===== src/rtl/lcd_timing_gen.sv =====
// Parallel-bus LCD timing generator: raster counters, early pixel request with coordinates,
// sub-pixel serialiser and sync/DE delay pipeline matched to the pixel fetch latency.
module lcd_timing_gen #(
  parameter int unsigned H_VISIBLE     = 320,
  parameter int unsigned H_FRONT       = 20,
  parameter int unsigned H_SYNC        = 30,
  parameter int unsigned H_BACK        = 38,
  parameter int unsigned V_VISIBLE     = 240,
  parameter int unsigned V_FRONT       = 4,
  parameter int unsigned V_SYNC        = 3,
  parameter int unsigned V_BACK        = 15,
  parameter int unsigned CHANNELS      = 3,
  parameter int unsigned CH_WIDTH      = 8,
  parameter int unsigned FETCH_LATENCY = 0,
  parameter bit          HSYNC_POL     = 1'b0,
  parameter bit          VSYNC_POL     = 1'b0,
  parameter bit          DE_POL        = 1'b0,
  parameter int unsigned X_W           = 10,
  parameter int unsigned Y_W           = 10
) (
  input  logic                         clk,
  input  logic                         resetn,
  input  logic                         enable,
  output logic                         pix_req,
  output logic [X_W-1:0]               pix_x,
  output logic [Y_W-1:0]               pix_y,
  input  logic [CHANNELS*CH_WIDTH-1:0] pix_data,
  output logic [CH_WIDTH-1:0]          lcd_dat,
  output logic                         lcd_hsync,
  output logic                         lcd_vsync,
  output logic                         lcd_den,
  output logic                         frame_start,
  output logic [15:0]                  frame_count,
  output logic                         busy
);

  localparam int unsigned HTotal = H_VISIBLE + H_FRONT + H_SYNC + H_BACK;
  localparam int unsigned VTotal = V_VISIBLE + V_FRONT + V_SYNC + V_BACK;
  localparam int unsigned Lat    = FETCH_LATENCY;
  localparam int unsigned ReqW   = (Lat == 0) ? 1 : Lat;
  localparam int unsigned PixW   = CHANNELS * CH_WIDTH;

  localparam logic [X_W-1:0] HVis     = X_W'(H_VISIBLE);
  localparam logic [X_W-1:0] HSyncOn  = X_W'(H_VISIBLE + H_FRONT);
  localparam logic [X_W-1:0] HSyncOff = X_W'(H_VISIBLE + H_FRONT + H_SYNC);
  localparam logic [X_W-1:0] HLast    = X_W'(HTotal - 1);
  localparam logic [Y_W-1:0] VVis     = Y_W'(V_VISIBLE);
  localparam logic [Y_W-1:0] VSyncOn  = Y_W'(V_VISIBLE + V_FRONT);
  localparam logic [Y_W-1:0] VSyncOff = Y_W'(V_VISIBLE + V_FRONT + V_SYNC);
  localparam logic [Y_W-1:0] VLast    = Y_W'(VTotal - 1);
  localparam logic [1:0]     SlotLast = 2'(CHANNELS - 1);

  typedef enum logic [1:0] {StStopped, StRunning, StDraining} state_e;

  state_e           state_q, state_d;
  logic [1:0]       slot_q, slot_d;
  logic [X_W-1:0]   h_q, h_d;
  logic [Y_W-1:0]   v_q, v_d;
  logic [15:0]      fcnt_q, fcnt_d;
  logic [Lat:0]     hs_q, hs_d, vs_q, vs_d, de_q, de_d;
  logic [ReqW-1:0]  req_q, req_d;
  logic [PixW-1:0]  hold_q, hold_d;
  logic [1:0]       sh_q, sh_d;
  logic [CH_WIDTH-1:0] dat_q, dat_d;

  logic run, wrap, vis, hs_raw, vs_raw, ld;

  always_comb begin
    run         = (state_q != StStopped);
    wrap        = run && (slot_q == SlotLast) && (h_q == HLast) && (v_q == VLast);
    vis         = run && (h_q < HVis) && (v_q < VVis);
    hs_raw      = run && (h_q >= HSyncOn) && (h_q < HSyncOff);
    vs_raw      = run && (v_q >= VSyncOn) && (v_q < VSyncOff);
    pix_req     = vis && (slot_q == 2'd0);
    pix_x       = pix_req ? h_q : '0;
    pix_y       = pix_req ? v_q : '0;
    frame_start = run && (slot_q == 2'd0) && (h_q == '0) && (v_q == '0);
    busy        = run;
  end

  // A drop of enable only takes effect at the frame-wrap edge, so frames are never cut short.
  always_comb begin
    state_d = state_q;
    case (state_q)
      StStopped:  if (enable) state_d = StRunning;
      StRunning:  if (!enable) state_d = wrap ? StStopped : StDraining;
      StDraining: begin
        if (enable)    state_d = StRunning;
        else if (wrap) state_d = StStopped;
      end
      default:    state_d = StStopped;
    endcase
  end

  always_comb begin
    slot_d = slot_q;
    h_d    = h_q;
    v_d    = v_q;
    fcnt_d = fcnt_q;
    if (run) begin
      if (slot_q == SlotLast) begin
        slot_d = 2'd0;
        if (h_q == HLast) begin
          h_d = '0;
          v_d = (v_q == VLast) ? '0 : v_q + 1'b1;
        end else begin
          h_d = h_q + 1'b1;
        end
      end else begin
        slot_d = slot_q + 2'd1;
      end
      if (wrap) fcnt_d = fcnt_q + 16'd1;
    end
  end

  always_comb begin
    hs_d     = hs_q << 1;
    hs_d[0]  = hs_raw;
    vs_d     = vs_q << 1;
    vs_d[0]  = vs_raw;
    de_d     = de_q << 1;
    de_d[0]  = vis;
    req_d    = req_q << 1;
    req_d[0] = pix_req;
    // pix_data is valid on the cycle that is Lat clocks after the request.
    ld       = (Lat == 0) ? pix_req : req_q[ReqW-1];

    hold_d = hold_q;
    sh_d   = sh_q;
    dat_d  = '0;
    if (ld) begin
      dat_d  = pix_data[PixW-1 -: CH_WIDTH];
      hold_d = pix_data << CH_WIDTH;
      sh_d   = SlotLast;
    end else if (sh_q != 2'd0) begin
      dat_d  = hold_q[PixW-1 -: CH_WIDTH];
      hold_d = hold_q << CH_WIDTH;
      sh_d   = sh_q - 2'd1;
    end
  end

  always_ff @(posedge clk or negedge resetn) begin
    if (!resetn) begin
      state_q <= StStopped;
      slot_q  <= 2'd0;
      h_q     <= '0;
      v_q     <= '0;
      fcnt_q  <= 16'd0;
      hs_q    <= '0;
      vs_q    <= '0;
      de_q    <= '0;
      req_q   <= '0;
      hold_q  <= '0;
      sh_q    <= 2'd0;
      dat_q   <= '0;
    end else begin
      state_q <= state_d;
      slot_q  <= slot_d;
      h_q     <= h_d;
      v_q     <= v_d;
      fcnt_q  <= fcnt_d;
      hs_q    <= hs_d;
      vs_q    <= vs_d;
      de_q    <= de_d;
      req_q   <= req_d;
      hold_q  <= hold_d;
      sh_q    <= sh_d;
      dat_q   <= dat_d;
    end
  end

  assign lcd_dat     = dat_q;
  assign lcd_hsync   = hs_q[Lat] ? HSYNC_POL : ~HSYNC_POL;
  assign lcd_vsync   = vs_q[Lat] ? VSYNC_POL : ~VSYNC_POL;
  assign lcd_den     = de_q[Lat] ? DE_POL : ~DE_POL;
  assign frame_count = fcnt_q;

endmodule


===== config.mk =====
export PLATFORM = sky130hd
export DESIGN_NAME = lcd_timing_gen
export DESIGN_NICKNAME = d
export VERILOG_FILES = /design/src/rtl/lcd_timing_gen.sv
export SDC_FILE = /design/constraint.sdc
export NUM_CORES = 1
export LEC_CHECK = 0
export BUFFER_PORTS_ARGS = -buffer_cell sky130_fd_sc_hd__buf_2
export CAP_MARGIN = 20
export CORE_MARGIN = 3
export CORE_UTILIZATION = 49
export CTS_CLUSTER_SIZE = 12
export DETAILED_ROUTE_END_ITERATION = 7
export PLACE_DENSITY_LB_ADDON = 0.15
export SLEW_MARGIN = 0
export SYNTH_ARGS = -nofsm -noshare
export SYNTH_HDL_FRONTEND = slang
export SYNTH_SLANG_ARGS = --single-unit
export TNS_END_PERCENT = 50

===== constraint.sdc =====
create_clock -name clk -period 1.9 [get_ports clk]
set_input_delay 0.38 -clock clk [delete_from_list [all_inputs] [get_ports clk]]
set_output_delay 0.38 -clock clk [all_outputs]
set_load 0.005 [all_outputs]

==> results of run 1 <==
[cell usage after synthesis, drive strengths merged, types with 2 or more instances]
cell	count	area share
dfrtp	69	0.47
nor2	15	0.015
nor3	10	0.016
a21boi	2	0.0041
clkbuf	11	0.011
mux2	27	0.083
o31ai	3	0.0062
and3	2	0.0034
and4	2	0.0048
or2	2	0.0034
a31oi	2	0.0034
nand2b	2	0.0055
and4bb	2	0.0068
nor4	22	0.054
a21oi	2	0.0027
nand4	11	0.021
nor4b	3	0.0072
or4b	2	0.0065
o21ai	8	0.011
mux2i	9	0.025
ha	7	0.024
xor2	23	0.055
nor2b	9	0.015
and2	16	0.027
buf	10	0.019
inv	23	0.024
nand3	13	0.019
xnor2	6	0.014
nand2	27	0.028
[area by class of cell]
cell class	instances	area, sq um	share of cell area
clock buffer	11	141.4	0.02789
clock inverter	5	82.58	0.01629
inverter	23	86.33	0.01703
multi-input combinational	235	1969	0.3885
sequential	69	1729	0.3412
tap	96	120.1	0.02370
timing repair buffer	133	939.7	0.1854
[logic make-up (layout without fill, tap and decap cells)]
logic type | Yosys count | after routing | synth area share
AND/OR/NAND/NOR | 141 | 141 | 0.2394
flip-flops | 69 | 69 | 0.4720
buffers and inverters | 44 | 172 | 0.05403
multiplexers | 36 | 36 | 0.1077
XOR/XNOR | 29 | 29 | 0.06942
AO/OA/AOI/OAI | 19 | 19 | 0.03249
adder cells (fa/ha/maj) | 7 | 7 | 0.02394
other | 1 | 3 | 0.001025
[metrics by stage]
| stage | cells | TNS [ns] | setup WS [ns] |
|---|---|---|---|
| detailed placement | 540 | 0 | 0.03551 |
| finish | 572 | -4.164 | -0.2544 |
| global placement | 540 | 0 | 0.03143 |
| floorplan | 348 | 0 | 0.05067 |
| CTS | 560 | -4.411 | -0.2791 |
| global route | 572 | -7.173 | -0.3435 |
[layer usage]
metal | share of wire | routed length [um] | track usage | up-vias
li1 | - | - | - | 1442
met1 | 0.43 | 3844 | 0.2554 | 1483
met2 | 0.52 | 4614 | 0.3341 | 70
met3 | 0.041 | 366 | 0.04468 | 11
met4 | 0.012 | 111 | 0.06807 | 0
met5 | 0 | 0 | 0 | -
[sequential cells by signal, summed over array words and instances, names as in the netlist]
| name | flops |
|---|---|
| de_q | 1 |
| frame_count | 16 |
| lcd_dat | 8 |
| h_q | 10 |
| sh_q | 2 |
| state_q | 2 |
| hs_q | 1 |
| vs_q | 1 |
| v_q | 10 |
| hold_q | 16 |
| slot_q | 2 |
[critical path: cells and delay by family (launching register included)]
kind                   cells  cell delay (ns)
AOI/OAI and AO/OA          1             0.23
buffers and inverters      2             0.27
DFF                        1             0.39
and+or+nand+nor            3             0.53
[power groups by stage]
stage / sequential, mW / combinational (mW) / clock [mW]
2_1_floorplan: 1.89 / 0.986 / 0
3_3_place_gp: 1.92 / 1.50 / 0
3_5_place_dp: 1.93 / 1.53 / 0
4_1_cts: 1.91 / 1.70 / 1.39
5_1_grt: 1.95 / 2.02 / 1.46
6_report: 1.92 / 1.87 / 1.37
[worst max-delay path by stage]
stage          slack [ns]  cells after the start  endpoint    from
3_3_place_gp         0.03                      7    v_q[0]  h_q[1]
4_1_cts             -0.28                      6  pix_y[4]  h_q[9]
6_report            -0.25                      6  pix_y[4]  h_q[9]
3_5_place_dp         0.04                      5  pix_x[0]  h_q[6]
5_1_grt             -0.34                      6  pix_y[4]  h_q[9]
2_1_floorplan        0.05                      6  pix_x[7]  h_q[7]
[what timing repair did]
| action | CTS | global route |
|---|---|---|
| setup endpoints to repair | 20 | 51 |
| pin swaps | 8 | 13 |
| gates resized for setup | 18 | 46 |
| hold buffers | 0 | 0 |
| buffers inserted | 3 | 11 |
| cloned | 1 | 1 |
==> metrics, run 1 <==
Worst EP required=1.52 ns; Switching Fraction=0.3048; fin. max-slew vios=0; sequential fraction of design power=0.372; die height=92.41 um; # IOs=77; DP HPWL=5897 um; initial drt markers=109; largest net degree at the start of global routing=70; Layout Skew=0.008022 ns; drt pass-1 iters=4; routed via count=3,006; worst setup margin=-0.2544 ns; Diodes inserted=0; Post-synth ARST share=1.000; Nets=505; CP max FO=9; CP max stage cell=dfrtp_1; CP Class=reg2out; total power=5.153 mW; commonest non-fill, non-tap cells in the layout=68 x buf_2, 67 x dfrtp_1, 49 x buf_4; initial antenna violation count=0; die area=8540 sq um; Worst-Margin Slew=0.5123 ns; synth unique cells=44; prevailing post-synth register cell=dfrtp_1; Fmax=0.4642 GHz; status=finished with violations; P&R area growth vs syn=38.54%; vias in the first global route=2,827; GRT Total Usage=0.1998; Design Area, Final=5069 sq um; DR vias/cell=5.255; share of post-route cells with drive strength above 1=0.4685; R2R setup slack=-0.01 ns; mapped cell area=3659 sq um; gpl congestion=0.8061; DRC=0; r2r startpoint=h_q[0]; # clock sinks=69; Hold WS=0.04174 ns; global-route wire length before repair=13,610 um; LEAKAGE=2.599 nW; CTS tree=done; Clk Latency, worst-skew pair=0.35 ns; sequential area share after synthesis=0.4720; total CTS buffers=9; CP Data Arrival Time=1.77 ns; Clock Tree Root=clkbuf_8; max-cap viol count=0; Site Rows=30; Setup crit start kind=flop; CP endpoint kind=output port; core area=7019 sq um; H-tree lvl count=3; slew margin rel.=0.6537; commonest non-fill, non-tap cell in the layout=buf_2; CP peak stage delay=0.39 ns; Fillers=539; total global routing overflow=0; fin util=0.7221; Final Hold Fails=0; PwrDens=1017 nW/um^2; crit-path cells=o21ba_4, nand4_1, nor3_4, buf_6, and2_1, buf_2; DP Area=4414 sq um; Worst Hold Class=in2async; Worst-path clk slew=0.08 ns; share of total power in combinational logic=0.363; RSZ-0062 raised after global routing=true; Starting Density=0.5212; Max IR drop VDD=0.0004644 V; average wire per standard cell=15.62 um; die width=92.41 um; Clk pwr share=0.265; NetSw=1.571 mW; yosys warns=0; Synth Register Bits=69; Worst R2R End=frame_count[12]; Buffers on Ports=73; synthesized area per cell=10.57 sq um; Clock Path Buffers=2; failing checks=negative setup slack; ANT nets after route=0; crit share post-route=1.134; R2R depth=7; Mapped Cells=346; crit path time final=2.154 ns; Final setup viols=22; Routed WL=8936 um; Post-synth EDFFs=0; Pint=3.582 mW
Note: power is estimated with default switching activity, not from simulation.
==> run 2, diff against run 1 <==
Settings changed: CORE_UTILIZATION 49 to 50.
Clock period 1.9 ns to 2.2 ns, I/O delays scaled along.
==> metrics, run 2 (synthesis results as in run 1) <==
drt pass-1 iters=4 (unchanged); share of post-route cells with drive strength above 1=0.4273 (-0.04117); CP Data Arrival Time=1.78 ns (about the same); Diodes inserted=0 (unchanged); DR vias/cell=5.311 (+1.1%); worst setup margin=-0.02300 ns (+0.2314 ns); CTS tree=done; Clk Latency, worst-skew pair=0.35 ns (about the same); CP endpoint kind=output port; Setup crit start kind=flop; GRT Total Usage=0.2157 (+0.01590); largest net degree at the start of global routing=70 (unchanged); CP max FO=8 (-1); Buffers on Ports=73 (unchanged); Routed WL=8490 um (-5.0%); Worst Hold Class=in2async; Clock Path Buffers=2 (unchanged); Worst EP required=1.76 ns (+0.24 ns); P&R area growth vs syn=29.24%; Max IR drop VDD=0.0004958 V (+6.8%); die width=91.54 um (-0.94%); Final setup viols=7 (-68%); gpl congestion=0.8734 (+8.3%); Site Rows=30 (unchanged); average wire per standard cell=15.44 um (-1.2%); RSZ-0062 raised after global routing=true; H-tree lvl count=3 (unchanged); post-route insts no fill=550 (-3.8%); Post-CTS Hold Fix Bufs=0 (unchanged); Worst-path clk slew=0.08 ns (about the same); vias in the first global route=2,868 (+1.5%); status=finished with violations; initial drt markers=126 (+16%); Layout Skew=0.008415 ns (+0.0003926 ns); total global routing overflow=0 (unchanged); routed via count=2,921 (-2.8%); DRC=0 (unchanged); slew margin rel.=0.6464 (-0.007284); Fmax=0.4498 GHz; PwrDens=871.1 nW/um^2 (-14%); die height=91.54 um (-0.94%); max-cap viol count=0 (unchanged); failing checks=negative setup slack; total power=4.119 mW (-20%); core area=6944 sq um (-1.1%); commonest non-fill, non-tap cells in the layout=64 x dfrtp_1, 64 x buf_2, 32 x buf_4; initial antenna violation count=0 (unchanged); crit path time final=2.223 ns; global-route wire length before repair=14,460 um (+6.2%); Nets=483 (-4.4%); # IOs=77 (unchanged); ANT nets after route=0 (unchanged); DP HPWL=5571 um (-5.5%); DP Area=4212 sq um (-4.6%); total CTS buffers=9 (unchanged); Design Area, Final=4728 sq um (-6.7%); Worst-Margin Slew=0.5264 ns (+0.01409 ns); Final Hold Fails=0 (unchanged); placed cells=513 (-5.0%); CP Class=reg2out; crit share post-route=1.010; LEAKAGE=2.379 nW (-8.4%); fin. max-slew vios=0 (unchanged); # clock sinks=69 (unchanged); die area=8380 sq um (-1.9%); Clock Tree Root=clkbuf_8; Starting Density=0.5268 (+0.005635)
-- run 2: changes by cell type in the layout (fill, tap and decap cells not counted), sizes merged --
cell,delta
buf,-23
clkinvlp,+3
clkinv,-2
bufbuf,+1
bufinv,-1
clkbuf,-1
inv,+1
-- run 2: worst paths after layout --
path	startpoint	cells past startpoint	slack [ns]	to
worst min-delay path	resetn	2	0.08	h_q[3]
min in group clk	enable	2	0.25	state_q[1]
worst max register to register	v_q[5]	7	0.17	hold_q[23]
max in group asynchronous	resetn	2	1.79	h_q[2]
worst max-delay path	v_q[5]	6	-0.02	pix_x[4]
worst min register to register	frame_count[15]	1	0.48	frame_count[15]
-- run 2: area by class of cell --
class	count	area, sq um
sequential	69	1733
clock buffer	10	137.6
multi-input combinational	235	1813
timing repair buffer	111	768.2
inverter	23	86.33
tap	96	120.1
clock inverter	6	70.07
fill	553	2216
-- run 2: where the power goes --
group	switching, mW	internal (mW)
logic	0.608	0.750
clock network	0.528	0.562
registers	0.161	1.51
-- run 2: layer usage --
layer / routed length (um) / global-route usage / up-vias / part of all wire
li1: - / - / 1388 / -
met1: 3891 / 0.3043 / 1445 / 0.46
met2: 4062 / 0.3274 / 79 / 0.48
met3: 431 / 0.05634 / 9 / 0.051
met4: 104 / 0.05905 / 0 / 0.012
met5: 0 / 0 / - / 0
-- run 2: critical path, cell delays in order (launching register included) --
cell	delay, ns
dfrtp_2	0.43
nand4_1	0.15
nand4_1	0.18
nor3_4	0.26
buf_6	0.17
and2_4	0.15
buf_6	0.09
-- run 2: stage by stage --
stage / hold WS [ns] / util / setup slack, ns / TNS, ns
floorplan: 0.1444 / - / 0.2907 / 0
global placement: 0.4681 / 0.6065 / 0.2340 / 0
global route: 0.1181 / 0.6809 / -0.1396 / -1.905
finish: 0.07540 / 0.6809 / -0.02300 / -0.07898
CTS: 0.09847 / 0.6661 / -0.1227 / -1.140
detailed placement: 0.4783 / 0.6065 / 0.1892 / 0
-- run 2: timing repair --
item / 4_1_cts / 5_1_grt
cloned: 2 / 0
gates resized for setup: 18 / 18
buffers inserted: 14 / 6
pin swaps: 9 / 9
setup endpoints to repair: 19 / 19
endpoints found under the hold margin: 0 / 0
